--- src/rtl/uart_rx.sv ---
// rtl/uart_rx.sv - 8N1 UART receiver, 50 MHz clock, 3-bit baud select, framing-error strobe.
module uart_rx #(
  parameter int SYNC_STAGES = 2
) (
  input  logic       clk,
  input  logic       rst_n,
  input  logic       rx,
  input  logic [2:0] bps,
  output logic [7:0] data,
  output logic       valid,
  output logic       frame_err,
  output logic       busy
);

  typedef enum logic [2:0] {
    ST_IDLE  = 3'd0,
    ST_START = 3'd1,
    ST_DATA  = 3'd2,
    ST_STOP  = 3'd3,
    ST_BREAK = 3'd4
  } state_t;

  state_t state, state_next;

  logic [SYNC_STAGES-1:0] sync;
  logic                   rx_s;
  logic                   rx_d;
  logic [12:0]            cnt;
  logic [12:0]            div_q;
  logic [12:0]            div_sel;
  logic [12:0]            half;
  logic [2:0]             bit_idx;
  logic [7:0]             shift;

  logic start_det;
  logic hit;
  logic sample;
  logic latch_div;
  logic shift_en;
  logic good_stop;
  logic bad_stop;

  // Synchronizer idles high so a reset never looks like a start edge.
  always_ff @(posedge clk or negedge rst_n) begin
    if (!rst_n) begin
      sync <= '1;
      rx_d <= 1'b1;
    end else begin
      sync <= {sync[SYNC_STAGES-2:0], rx};
      rx_d <= rx_s;
    end
  end

  assign rx_s      = sync[SYNC_STAGES-1];
  assign start_det = rx_d && !rx_s;
  assign half      = div_q >> 1;

  always_comb begin
    div_sel = 13'd5208;
    case (bps)
      3'b000:  div_sel = 13'd5208;
      3'b001:  div_sel = 13'd2603;
      3'b010:  div_sel = 13'd1301;
      3'b011:  div_sel = 13'd867;
      3'b100:  div_sel = 13'd433;
      default: div_sel = 13'd5208;
    endcase
  end

  always_comb begin
    hit = 1'b0;
    case (state)
      ST_START:         hit = (cnt == half);
      ST_DATA, ST_STOP: hit = (cnt == div_q);
      default:          hit = 1'b0;
    endcase
  end

  always_ff @(posedge clk or negedge rst_n) begin
    if (!rst_n) begin
      state <= ST_IDLE;
    end else begin
      state <= state_next;
    end
  end

  always_comb begin
    state_next = state;
    case (state)
      ST_IDLE:  if (start_det) state_next = ST_START;
      ST_START: if (hit) state_next = rx_s ? ST_IDLE : ST_DATA;
      ST_DATA:  if (hit && bit_idx == 3'd7) state_next = ST_STOP;
      ST_STOP:  if (hit) state_next = rx_s ? ST_IDLE : ST_BREAK;
      ST_BREAK: if (rx_s) state_next = ST_IDLE;
      default:  state_next = ST_IDLE;
    endcase
  end

  always_comb begin
    busy      = (state != ST_IDLE);
    latch_div = (state == ST_IDLE) && start_det;
    sample    = hit;
    shift_en  = (state == ST_DATA) && hit;
    good_stop = (state == ST_STOP) && hit && rx_s;
    bad_stop  = (state == ST_STOP) && hit && !rx_s;
  end

  // Divisor is captured once per frame so a bps change mid-frame is ignored.
  always_ff @(posedge clk or negedge rst_n) begin
    if (!rst_n) begin
      cnt       <= '0;
      div_q     <= 13'd5208;
      bit_idx   <= '0;
      shift     <= '0;
      data      <= '0;
      valid     <= 1'b0;
      frame_err <= 1'b0;
    end else begin
      valid     <= good_stop;
      frame_err <= bad_stop;
      if (state_next != state || sample) begin
        cnt <= '0;
      end else begin
        cnt <= cnt + 13'd1;
      end
      if (latch_div) begin
        div_q <= div_sel;
      end
      if (state == ST_START && hit) begin
        bit_idx <= '0;
      end else if (shift_en) begin
        bit_idx <= bit_idx + 3'd1;
      end
      if (shift_en) begin
        shift <= {rx_s, shift[7:1]};
      end
      if (good_stop) begin
        data <= shift;
      end
    end
  end

endmodule

--- config.mk ---
export PLATFORM = sky130hd
export DESIGN_NAME = uart_rx
export DESIGN_NICKNAME = d
export VERILOG_FILES = /design/src/rtl/uart_rx.sv
export SDC_FILE = /design/constraint.sdc
export NUM_CORES = 1
export LEC_CHECK = 0
export ABC_AREA = 1
export BUFFER_PORTS_ARGS = -buffer_cell sky130_fd_sc_hd__buf_2
export CAP_MARGIN = 20
export CORE_MARGIN = 3
export CORE_UTILIZATION = 60
export CTS_CLUSTER_SIZE = 16
export DETAILED_ROUTE_END_ITERATION = 8
export PLACE_DENSITY = 0.79
export SETUP_SLACK_MARGIN = 0.3
export SLEW_MARGIN = 20
export SYNTH_ARGS = -nofsm -noshare
export SYNTH_HDL_FRONTEND = slang
export SYNTH_SLANG_ARGS = --single-unit
--- constraint.sdc ---
create_clock -name clk -period 2 [get_ports clk]
set_input_delay 0.4 -clock clk [delete_from_list [all_inputs] [get_ports clk]]
set_output_delay 0.4 -clock clk [all_outputs]
set_load 0.1 [all_outputs]
==> results by group, run 1 <==
Route
  • Iteration-0 DRC Markers: 378
  • Drt drc: 0
  • Detailed Routing Iterations Pass 1: 5
  • DR WL/cell: 16.5 um
  • Vias: 2775
  • Via density: 5.84
  • Post-route ant nets: 0
  • DRT Wirelength: 7850 um

Die
  • Starting Density: 64.1%
  • Die Area: 5640 um^2
  • Die height: 75.1 um
  • Core area: 4470 um^2
  • Die width: 75.1 um
  • Placement Rows: 24
  • # IOs: 17

Synthesis
  • Sequential-to-total area share from yosys stat: 45.7%
  • FF+latch count, synth: 52
  • Cells after synthesis: 373
  • Syn Nets: 382
  • Mean Syn Cell Area: 7.68 um^2
  • Synthesis Warnings: 0
  • Netlist cell types: 31
  • Post-Syn Area: 2870 um^2

GRT
  • Global-route wire length before repair: 11100 um
  • Vias in the first global route: 2351
  • Pin count of the biggest net entering global routing: 30
  • Total congestion overflow: 0
  • Initial antenna violation count: 0
  • Grt met1 use: 38.2%
  • Met3 Usage GRT: 4.54%
  • Grt met2 use: 39.2%
  • Busiest grt layer: met2
  • Total Routing Usage GR: 26.2%

Critical path
  • WS Path Type: reg2reg
  • CP endpoint: bit_idx[0]
  • Critical path fanouts, max: 5
  • Worst R2R Path Depth: 13
  • Crit path cell chain: buf_4, nor2_4, nand2_1, nand3_1, nand2_1, nor2_1, nand2_1, nor2_4, nand3_4, buf_6, nand2_4, inv_2, nor2_2
  • Startpoint Class: flip-flop
  • Critical path arrival: 2.43 ns
  • Max incr delay on CP: 0.45 ns
  • Crit path launch: state[2]
  • CP required: 2.24 ns
  • Setup crit end kind: flip-flop
  • Crit Reg-Reg Startpoint: state[2]
  • RR Endpoint: bit_idx[0]
  • Crit-path slowest cell: dfrtp_1
  • Most used cell, CP: nand2_1
  • Reg-to-reg slack, setup: -0.19 ns

Power
  • PwrDens: 1020 nW/um^2
  • Leak: 1.90 nW
  • Peak VDD IR: 0.000921 V
  • Tot Pwr: 3.62 mW

Placement
  • Cells after DPL: 444
  • Final Wtd Congestion: 0.876
  • Placed Instance Area: 3070 um^2
  • Dpl hpwl: 4600 um
  • Pre-CTS setup slack: -0.00829 ns
  • PortBufs: 16

Run
  • # Max-Cap Violations: 0

CTS
  • CTS tree: built
  • Clk pin slew, worst setup/hold paths: 0.09 ns
  • Worst-skew pair later-pin latency: 0.32 ns
  • # clock sinks: 52
  • CTS root buf: clkbuf_8
  • H-tree depth: 2
  • Clk buf depth: 2
  • CTS buffer count: 5

Timing
  • Max_slew headroom: 65.0%
  • Final setup vio count: 36
  • F_max: 0.457 GHz
  • Final WS setup: -0.188 ns
  • RSZ-0062 raised after global routing: yes
  • Final Skew: 0.0115 ns
  • Fin crit period: 2.19 ns
  • TNS Setup: -4.00 ns
  • Max-slew violation count: 0
  • Worst slew pin tran: 0.521 ns
  • Final-report hold violation count: 0
  • WHS: 0.178 ns
  • Fin crit share: 109%

Layout
  • Layout cells sized above 1: 30.0%
  • Fill cell count: 303
  • Finished Cell Area: 3560 um^2
  • Area grow syn2layout: 24.2%
  • Final core utilization: 79.6%
  • # nets final: 431
  • Post-route insts no fill: 475
  • Commonest cells after routing, fill and taps aside: 102 x nand2_1, 45 x inv_1, 43 x dfrtp_1, 38 x nand3_1, 20 x buf_4
  • Antenna Cells: 0
  • Leading cell type in the layout, fill and taps excluded: nand2_1

Run status
  • Status: finished, violations left
  • Failing checks: negative setup slack

Min path
  • Worst Hold Class: in2reg
## synthesized netlist by cell type (all sizes together)
cell type	n	area [um^2]
dfstp	8	210
clkinv	1	3.75
nand4	15	100
o22ai	2	12.5
xnor2	1	8.76
o21ai	15	86.3
dfrtp	44	1100
nor2	37	184
xor2	6	52.6
nand2	122	478
ha	3	37.5
nand3	44	235
a21oi	6	30.0
clkbuf	3	11.3
o211ai	1	7.51
buf	8	75.1
a31oi	1	6.26
inv	49	186
o31ai	1	7.51
a22oi	1	7.51
nor3	5	25.0
## repair_timing
| item | 4_1_cts | 5_1_grt |
|---|---|---|
| hold endpoints to repair | 6 | 0 |
| pin swaps | 5 | 19 |
| setup buffers | 8 | 10 |
| gates cloned | 2 | 2 |
| resized for setup | 13 | 54 |
| hold buffers | 1 | 0 |
| endpoints found under the setup margin | 42 | 41 |
## registers in the layout, indices dropped and copies added, names as in the netlist, 2 cells and up
register  flops
state         3
sync          2
cnt          13
div_q        12
bit_idx       3
shift         8
data          8
## routing by layer
layer  part of all wire [%]  vias to the layer above
met3                    8.5                       34
met1                     42                     1283
met2                     46                      173
li1                       -                     1285
met5                      0                        -
met4                    3.5                        0
## worst max-delay path: cells and delay by family, from the launching register on
family,cells,cell delay (ns)
flip-flops,1,0.45
AND/OR/NAND/NOR,10,1.28
buffers and inverters,3,0.39
## layout make-up
type | instances | area [um^2] | share of cell area (%)
multi-input combinational | 262 | 1480 | 41.5
sequential | 52 | 1310 | 36.9
timing repair buffer | 50 | 417 | 11.7
inverter | 50 | 195 | 5.48
clock buffer | 6 | 72.6 | 2.04
tap | 52 | 65.1 | 1.83
clock inverter | 2 | 16.3 | 0.457
timing repair inverter | 1 | 5.00 | 0.141
## logic make-up (layout without fill, tap and decap cells)
group	after synthesis	after routing	synth area share, %
AO/OA/AOI/OAI	27	27	5.50
XOR/XNOR	7	7	2.14
adder cells (fa/ha/maj)	3	3	1.31
buffers and inverters	61	109	9.65
flip-flops	52	52	45.7
AND/OR/NAND/NOR	223	225	35.7
## report_power, final
group	total [mW]	switching, mW	internal, mW
Combinational	1.52	0.970	0.555
Sequential	1.49	0.213	1.27
Clock	0.603	0.354	0.250
Total	3.62	1.54	2.08
## worst min path at each step
stage                       endpoint  cells past startpoint  slack (ns)   from
after floorplan           bit_idx[0]                      0        0.10  rst_n
after global placement        cnt[0]                      1        0.28  rst_n
after detailed placement      cnt[0]                      1        0.28  rst_n
after CTS                    sync[0]                      1        0.18     rx
after global routing         sync[0]                      1        0.17     rx
final                        sync[0]                      1        0.18     rx
Note: power is estimated with default switching activity, not from simulation.
==> run 2, diff against run 1 <==
CORE_UTILIZATION = 45   (was 60)
PLACE_DENSITY = not set   (was 0.79)
==> results by group, run 2 (synthesis gave the netlist of run 1 again) <==
Layout
  • Layout cells sized above 1: 31.4% (+1.3 points)
  • Area grow syn2layout: 27.8%
  • Antenna Cells: 0 (unchanged)
  • Largest register FFs: 13 (unchanged)
  • Leading cell type in the layout, fill and taps excluded: nand2_1
  • Commonest cells after routing, fill and taps aside: 105 x nand2_1, 46 x inv_1, 43 x dfrtp_1, 26 x nand3_1, 19 x buf_4
  • # nets final: 432 (+0.23%)
  • Largest reg by FF count: cnt
  • Largest regs: cnt x13, div_q x12

Critical path
  • Startpoint Class: flip-flop
  • Critical path fanouts, max: 13 (+8)
  • Crit path cell chain: buf_6, buf_2, nand3_1, nand3_1, nand2_1, nor2_1, nand2_1, nor2_4, nand2_4, o21ai_4, buf_12, nor2_1
  • WS Path Type: reg2reg
  • Max incr delay on CP: 0.41 ns (-0.04 ns)
  • Setup crit end kind: flip-flop
  • CP required: 2.19 ns (-0.05 ns)
  • Crit-path slowest cell: dfrtp_2
  • Critical path arrival: 2.20 ns (-0.23 ns)

CTS
  • CTS buffer count: 5 (unchanged)
  • CTS root buf: clkbuf_8
  • H-tree depth: 2 (unchanged)
  • Clk pin slew, worst setup/hold paths: 0.10 ns (about the same)
  • CTS tree: built
  • Worst-skew pair later-pin latency: 0.32 ns (about the same)
  • # clock sinks: 52 (unchanged)
  • Clk buf depth: 2 (unchanged)

Placement
  • Pre-CTS setup slack: -0.0766 ns (-0.0683 ns)
  • PortBufs: 16 (unchanged)
  • Final Wtd Congestion: 0.893 (+1.9%)
  • Dpl hpwl: 4790 um (+4.0%)

Timing
  • TNS Setup: -0.00460 ns (+3.99 ns)
  • RSZ-0062 raised after global routing: yes
  • F_max: 0.499 GHz (+9.1%)
  • Max_slew headroom: 66.5% (+1.5 points)
  • Final-report hold violation count: 0 (unchanged)
  • Fin crit period: 2.00 ns (-0.183 ns)
  • Fin crit share: 100% (-9.2 points)
  • Final Skew: 0.0140 ns (+0.00254 ns)
  • Max-slew violation count: 0 (unchanged)
  • Final setup vio count: 1 (-97%)
  • Worst slew pin tran: 0.499 ns (-0.0225 ns)
  • WHS: 0.0591 ns (-0.119 ns)
  • Final WS setup: -0.00460 ns (+0.183 ns)

Route
  • Iteration-0 DRC Markers: 205 (-46%)
  • Detailed Routing Iterations Pass 1: 5 (unchanged)
  • DRT Wirelength: 7530 um (-4.1%)
  • Post-route ant nets: 0 (unchanged)
  • Via density: 5.33 (-8.8%)
  • Vias: 2660 (-4.1%)
  • DR WL/cell: 15.1 um (-8.7%)
  • Drt drc: 0 (unchanged)

Power
  • Tot Pwr: 3.91 mW (+8.2%)
  • PwrDens: 1070 nW/um^2 (+5.2%)
  • Peak VDD IR: 0.000780 V (-15%)
  • Leak: 1.90 nW (-0.22%)

Min path
  • Worst Hold Class: in2async

Die
  • Starting Density: 47.3% (-17 points)
  • Placement Rows: 28 (+17%)
  • Die width: 85.8 um (+14%)
  • Die height: 85.8 um (+14%)
  • Core area: 6060 um^2 (+35%)
  • Die Area: 7360 um^2 (+30%)
  • # IOs: 17 (unchanged)

Run status
  • Failing checks: negative setup slack
  • Status: finished, violations left

GRT
  • Total Routing Usage GR: 21.2% (-5.0 points)
  • Vias in the first global route: 2526 (+7.4%)
  • Initial antenna violation count: 0 (unchanged)
  • Global-route wire length before repair: 12300 um (+11%)
  • Total congestion overflow: 0 (unchanged)
  • Pin count of the biggest net entering global routing: 53 (+77%)

Run
  • # Max-Cap Violations: 0 (unchanged)
[run 2: cell count changes in the layout (fill, tap and decap cells not counted), sizes merged]
cell | before | now
buf | 49 | 51
bufinv | 0 | 2
clkinv | 3 | 2
clkinvlp | 1 | 0
dlygate4sd3 | 1 | 0
inv | 49 | 48
nand2 | 123 | 124
[run 2: layer usage]
| metal | vias to the layer above | GRT usage, % | share of wire [%] |
|---|---|---|---|
| met5 | - | 0 | 0 |
| met4 | 0 | 6.76 | 3.1 |
| met3 | 26 | 3.65 | 4.4 |
| met2 | 95 | 32.1 | 45 |
| met1 | 1246 | 31.1 | 48 |
| li1 | 1293 | - | - |
[run 2: cell type report]
class | instances | area [um^2]
inverter | 50 | 194
clock buffer | 6 | 72.6
sequential | 52 | 1310
multi-input combinational | 263 | 1500
clock inverter | 2 | 60.1
tap | 75 | 93.8
timing repair buffer | 51 | 429
fill | 560 | 2400
[run 2: where the power goes]
part / switching (mW) / internal (mW)
Clock: 0.349 / 0.500
Sequential: 0.220 / 1.27
Combinational: 0.975 / 0.593
Total: 1.54 / 2.37
[run 2: metrics by stage]
stage | instances | instance area [um^2] | utilization, %
after global placement | 467 | 3100 | 51.2
after floorplan | 373 | 2870 | -
final | 499 | 3660 | 60.4
after detailed placement | 467 | 3100 | 51.2
after CTS | 494 | 3550 | 58.6
after global routing | 499 | 3660 | 60.4
[run 2: worst max-delay path: cells and delay by family, from the launching register on]
kind,cells,cell delay (ns)
and+or+nand+nor,8,0.82
buffers and inverters,3,0.50
DFF,1,0.41
AOI/OAI and AO/OA,1,0.15
[run 2: path summary, 6_finish.rpt]
check                      startpoint        to  slack, ns  depth (start not counted)
setup / recovery             state[1]    cnt[0]     -0.005                         12
hold / removal                  rst_n   cnt[12]       0.06                          2
setup reg to reg             state[1]    cnt[0]     -0.005                         12
hold reg to reg               sync[0]   sync[1]       0.36                          0
max in group asynchronous       rst_n  div_q[4]       1.64                          2
min in group clk                   rx   sync[0]       0.18                          1
[run 2: timing repair]
action / 4_1_cts / 5_1_grt
setup buffers: 13 / 5
resized for setup: 42 / 24
hold buffers: 0 / 0
setup endpoints to repair: 38 / 45
cloned: 6 / 0
pin swaps: 22 / 3
==> run 3, diff against run 2 <==
clock period = 1.9 ns   (was 2 ns; I/O delays follow)
==> results by group, run 3 (synthesis gave the netlist of run 1 again) <==
Run status
  • Status: finished, violations left
  • Failing checks: negative setup slack

Layout
  • Commonest cells after routing, fill and taps aside: 110 x nand2_1, 46 x inv_1, 42 x dfrtp_1, 37 x nand3_1, 19 x buf_4
  • Layout cells sized above 1: 27.0% (-4.4 points)
  • Largest regs: cnt x13, div_q x12
  • Area grow syn2layout: 23.0%
  • Largest register FFs: 13 (unchanged)
  • Leading cell type in the layout, fill and taps excluded: nand2_1
  • Antenna Cells: 0 (unchanged)
  • Finished Cell Area: 3530 um^2 (-3.7%)
  • Largest reg by FF count: cnt
  • Fill cell count: 558 (-0.36%)
  • Post-route insts no fill: 494 (-1.0%)
  • # nets final: 427 (-1.2%)

Critical path
  • Crit path cell chain: buf_6, nand3_1, nand3_1, nand2_1, nor2_2, nand2_2, nor2_4, nand2_4, o21ai_4, buf_6, buf_12, nor2_1
  • CP required: 2.11 ns (-0.08 ns)
  • Max incr delay on CP: 0.49 ns (+0.08 ns)
  • Critical path arrival: 2.13 ns (-0.07 ns)
  • WS Path Type: reg2reg
  • Crit-path slowest cell: dfrtp_2
  • Critical path fanouts, max: 9 (-4)
  • Startpoint Class: flip-flop
  • Setup crit end kind: flip-flop

CTS
  • CTS buffer count: 5 (unchanged)
  • H-tree depth: 2 (unchanged)
  • # clock sinks: 52 (unchanged)
  • CTS tree: built
  • CTS root buf: clkbuf_8
  • Clk pin slew, worst setup/hold paths: 0.10 ns (about the same)
  • Clk buf depth: 2 (unchanged)
  • Cts hold-fix bufs: 0 (unchanged)
  • Worst-skew pair later-pin latency: 0.32 ns (about the same)

Power
  • Peak VDD IR: 0.000716 V (-8.3%)
  • Tot Pwr: 3.87 mW (-1.1%)
  • Leak: 1.84 nW (-2.9%)
  • PwrDens: 1100 nW/um^2 (+2.7%)

GRT
  • Vias in the first global route: 2360 (-6.6%)
  • Total Routing Usage GR: 19.9% (-1.3 points)
  • Global-route wire length before repair: 11500 um (-6.7%)
  • Initial antenna violation count: 0 (unchanged)
  • Pin count of the biggest net entering global routing: 31 (-42%)
  • Total congestion overflow: 0 (unchanged)

Run
  • # Max-Cap Violations: 0 (unchanged)

Timing
  • Fin crit share: 101% (+0.76 points)
  • Max-slew violation count: 0 (unchanged)
  • Final WS setup: -0.0188 ns (-0.0142 ns)
  • Final Skew: 0.0131 ns (-0.000928 ns)
  • TNS Setup: -0.167 ns (-0.163 ns)
  • Fin crit period: 1.92 ns (-0.0858 ns)
  • Max_slew headroom: 63.8% (-2.6 points)
  • Final-report hold violation count: 0 (unchanged)
  • F_max: 0.521 GHz (+4.5%)
  • Final setup vio count: 12 (+11)
  • RSZ-0062 raised after global routing: yes
  • Worst slew pin tran: 0.543 ns (+0.0436 ns)

Route
  • Via density: 5.07 (-4.9%)
  • Post-route ant nets: 0 (unchanged)
  • DRT Wirelength: 6540 um (-13%)
  • Drt drc: 0 (unchanged)
  • Iteration-0 DRC Markers: 155 (-24%)
  • Vias: 2503 (-5.9%)
  • Detailed Routing Iterations Pass 1: 5 (unchanged)
  • DR WL/cell: 13.2 um (-12%)

Die
  • Placement Rows: 28 (unchanged)
  • # IOs: 17 (unchanged)
  • Die Area: 7360 um^2 (unchanged)
  • Core area: 6060 um^2 (unchanged)
  • Die width: 85.8 um (unchanged)
  • Die height: 85.8 um (unchanged)
  • Starting Density: 47.3% (unchanged)

Placement
  • PortBufs: 16 (unchanged)
  • Placed Instance Area: 3170 um^2 (+2.2%)
  • Final Wtd Congestion: 0.823 (-7.8%)
  • Cells after DPL: 474 (+1.5%)
  • Dpl hpwl: 4850 um (+1.3%)

Min path
  • Worst Hold Class: in2async
## run 3: cell count changes in the layout (fill, tap and decap cells not counted), sizes merged
cell and delta:
buf -3, bufinv -2, clkbuf -1, clkinv -1, clkinvlp +1, inv +3, nand2 -2, nand3 +1
nand4 -1
## run 3: what timing repair did
action / CTS / global route
resized for setup: 27 / 11
gates cloned: 2 / 0
buffers inserted: 6 / 4
pin swaps: 7 / 2
setup endpoints to repair: 38 / 42
## run 3: worst max-delay path, delay by kind of cell, from the launching register on
kind / cells / cell delay [ns]
simple gates: 8 / 0.75
flops: 1 / 0.49
buf+inv: 3 / 0.41
compound gates: 1 / 0.17
## run 3: area by class of cell
type	count	area, um^2	area share [%]
repair buffers	48	435	12.3
clock inverters	3	25.0	0.709
well taps	75	93.8	2.66
flip-flops and latches	52	1310	37.2
multi-input cells	261	1400	39.6
clock buffers	5	68.8	1.95
inverters	50	195	5.53
## run 3: path summary, 6_finish.rpt
check / from / to / slack, ns / cells after the start
max: state[1] / cnt[1] / -0.02 / 12
min: rst_n / cnt[0] / 0.04 / 1
max reg2reg: state[1] / cnt[1] / -0.02 / 12
min reg2reg: sync[0] / sync[1] / 0.37 / 0
max in group asynchronous: rst_n / state[2] / 1.31 / 2
min in group clk: rx / sync[0] / 0.15 / 1
## run 3: per-layer routing
metal | wire length [um] | up-vias | global-route usage, %
met4 | 110 | 0 | 6.04
met2 | 2810 | 60 | 29.0
met5 | 0 | - | 0
met1 | 3340 | 1152 | 29.9
li1 | - | 1281 | -
met3 | 278 | 10 | 3.75
## run 3: metrics by stage
step	hold WS (ns)	util, %	setup slack [ns]
after global routing	0.0680	58.2	-0.159
final	0.0385	58.2	-0.0188
after detailed placement	0.352	52.3	-0.216
after CTS	0.0561	57.3	-0.0256
after global placement	0.349	52.3	-0.193
after floorplan	0.0844	-	0.120
## run 3: report_power, final
part | leakage (nW) | internal [mW] | switching [mW] | total, mW
sequential | 0.668 | 1.34 | 0.201 | 1.54
clock | 0.0452 | 0.269 | 0.402 | 0.671
combinational | 1.13 | 0.673 | 0.982 | 1.66
total | 1.84 | 2.28 | 1.58 | 3.87
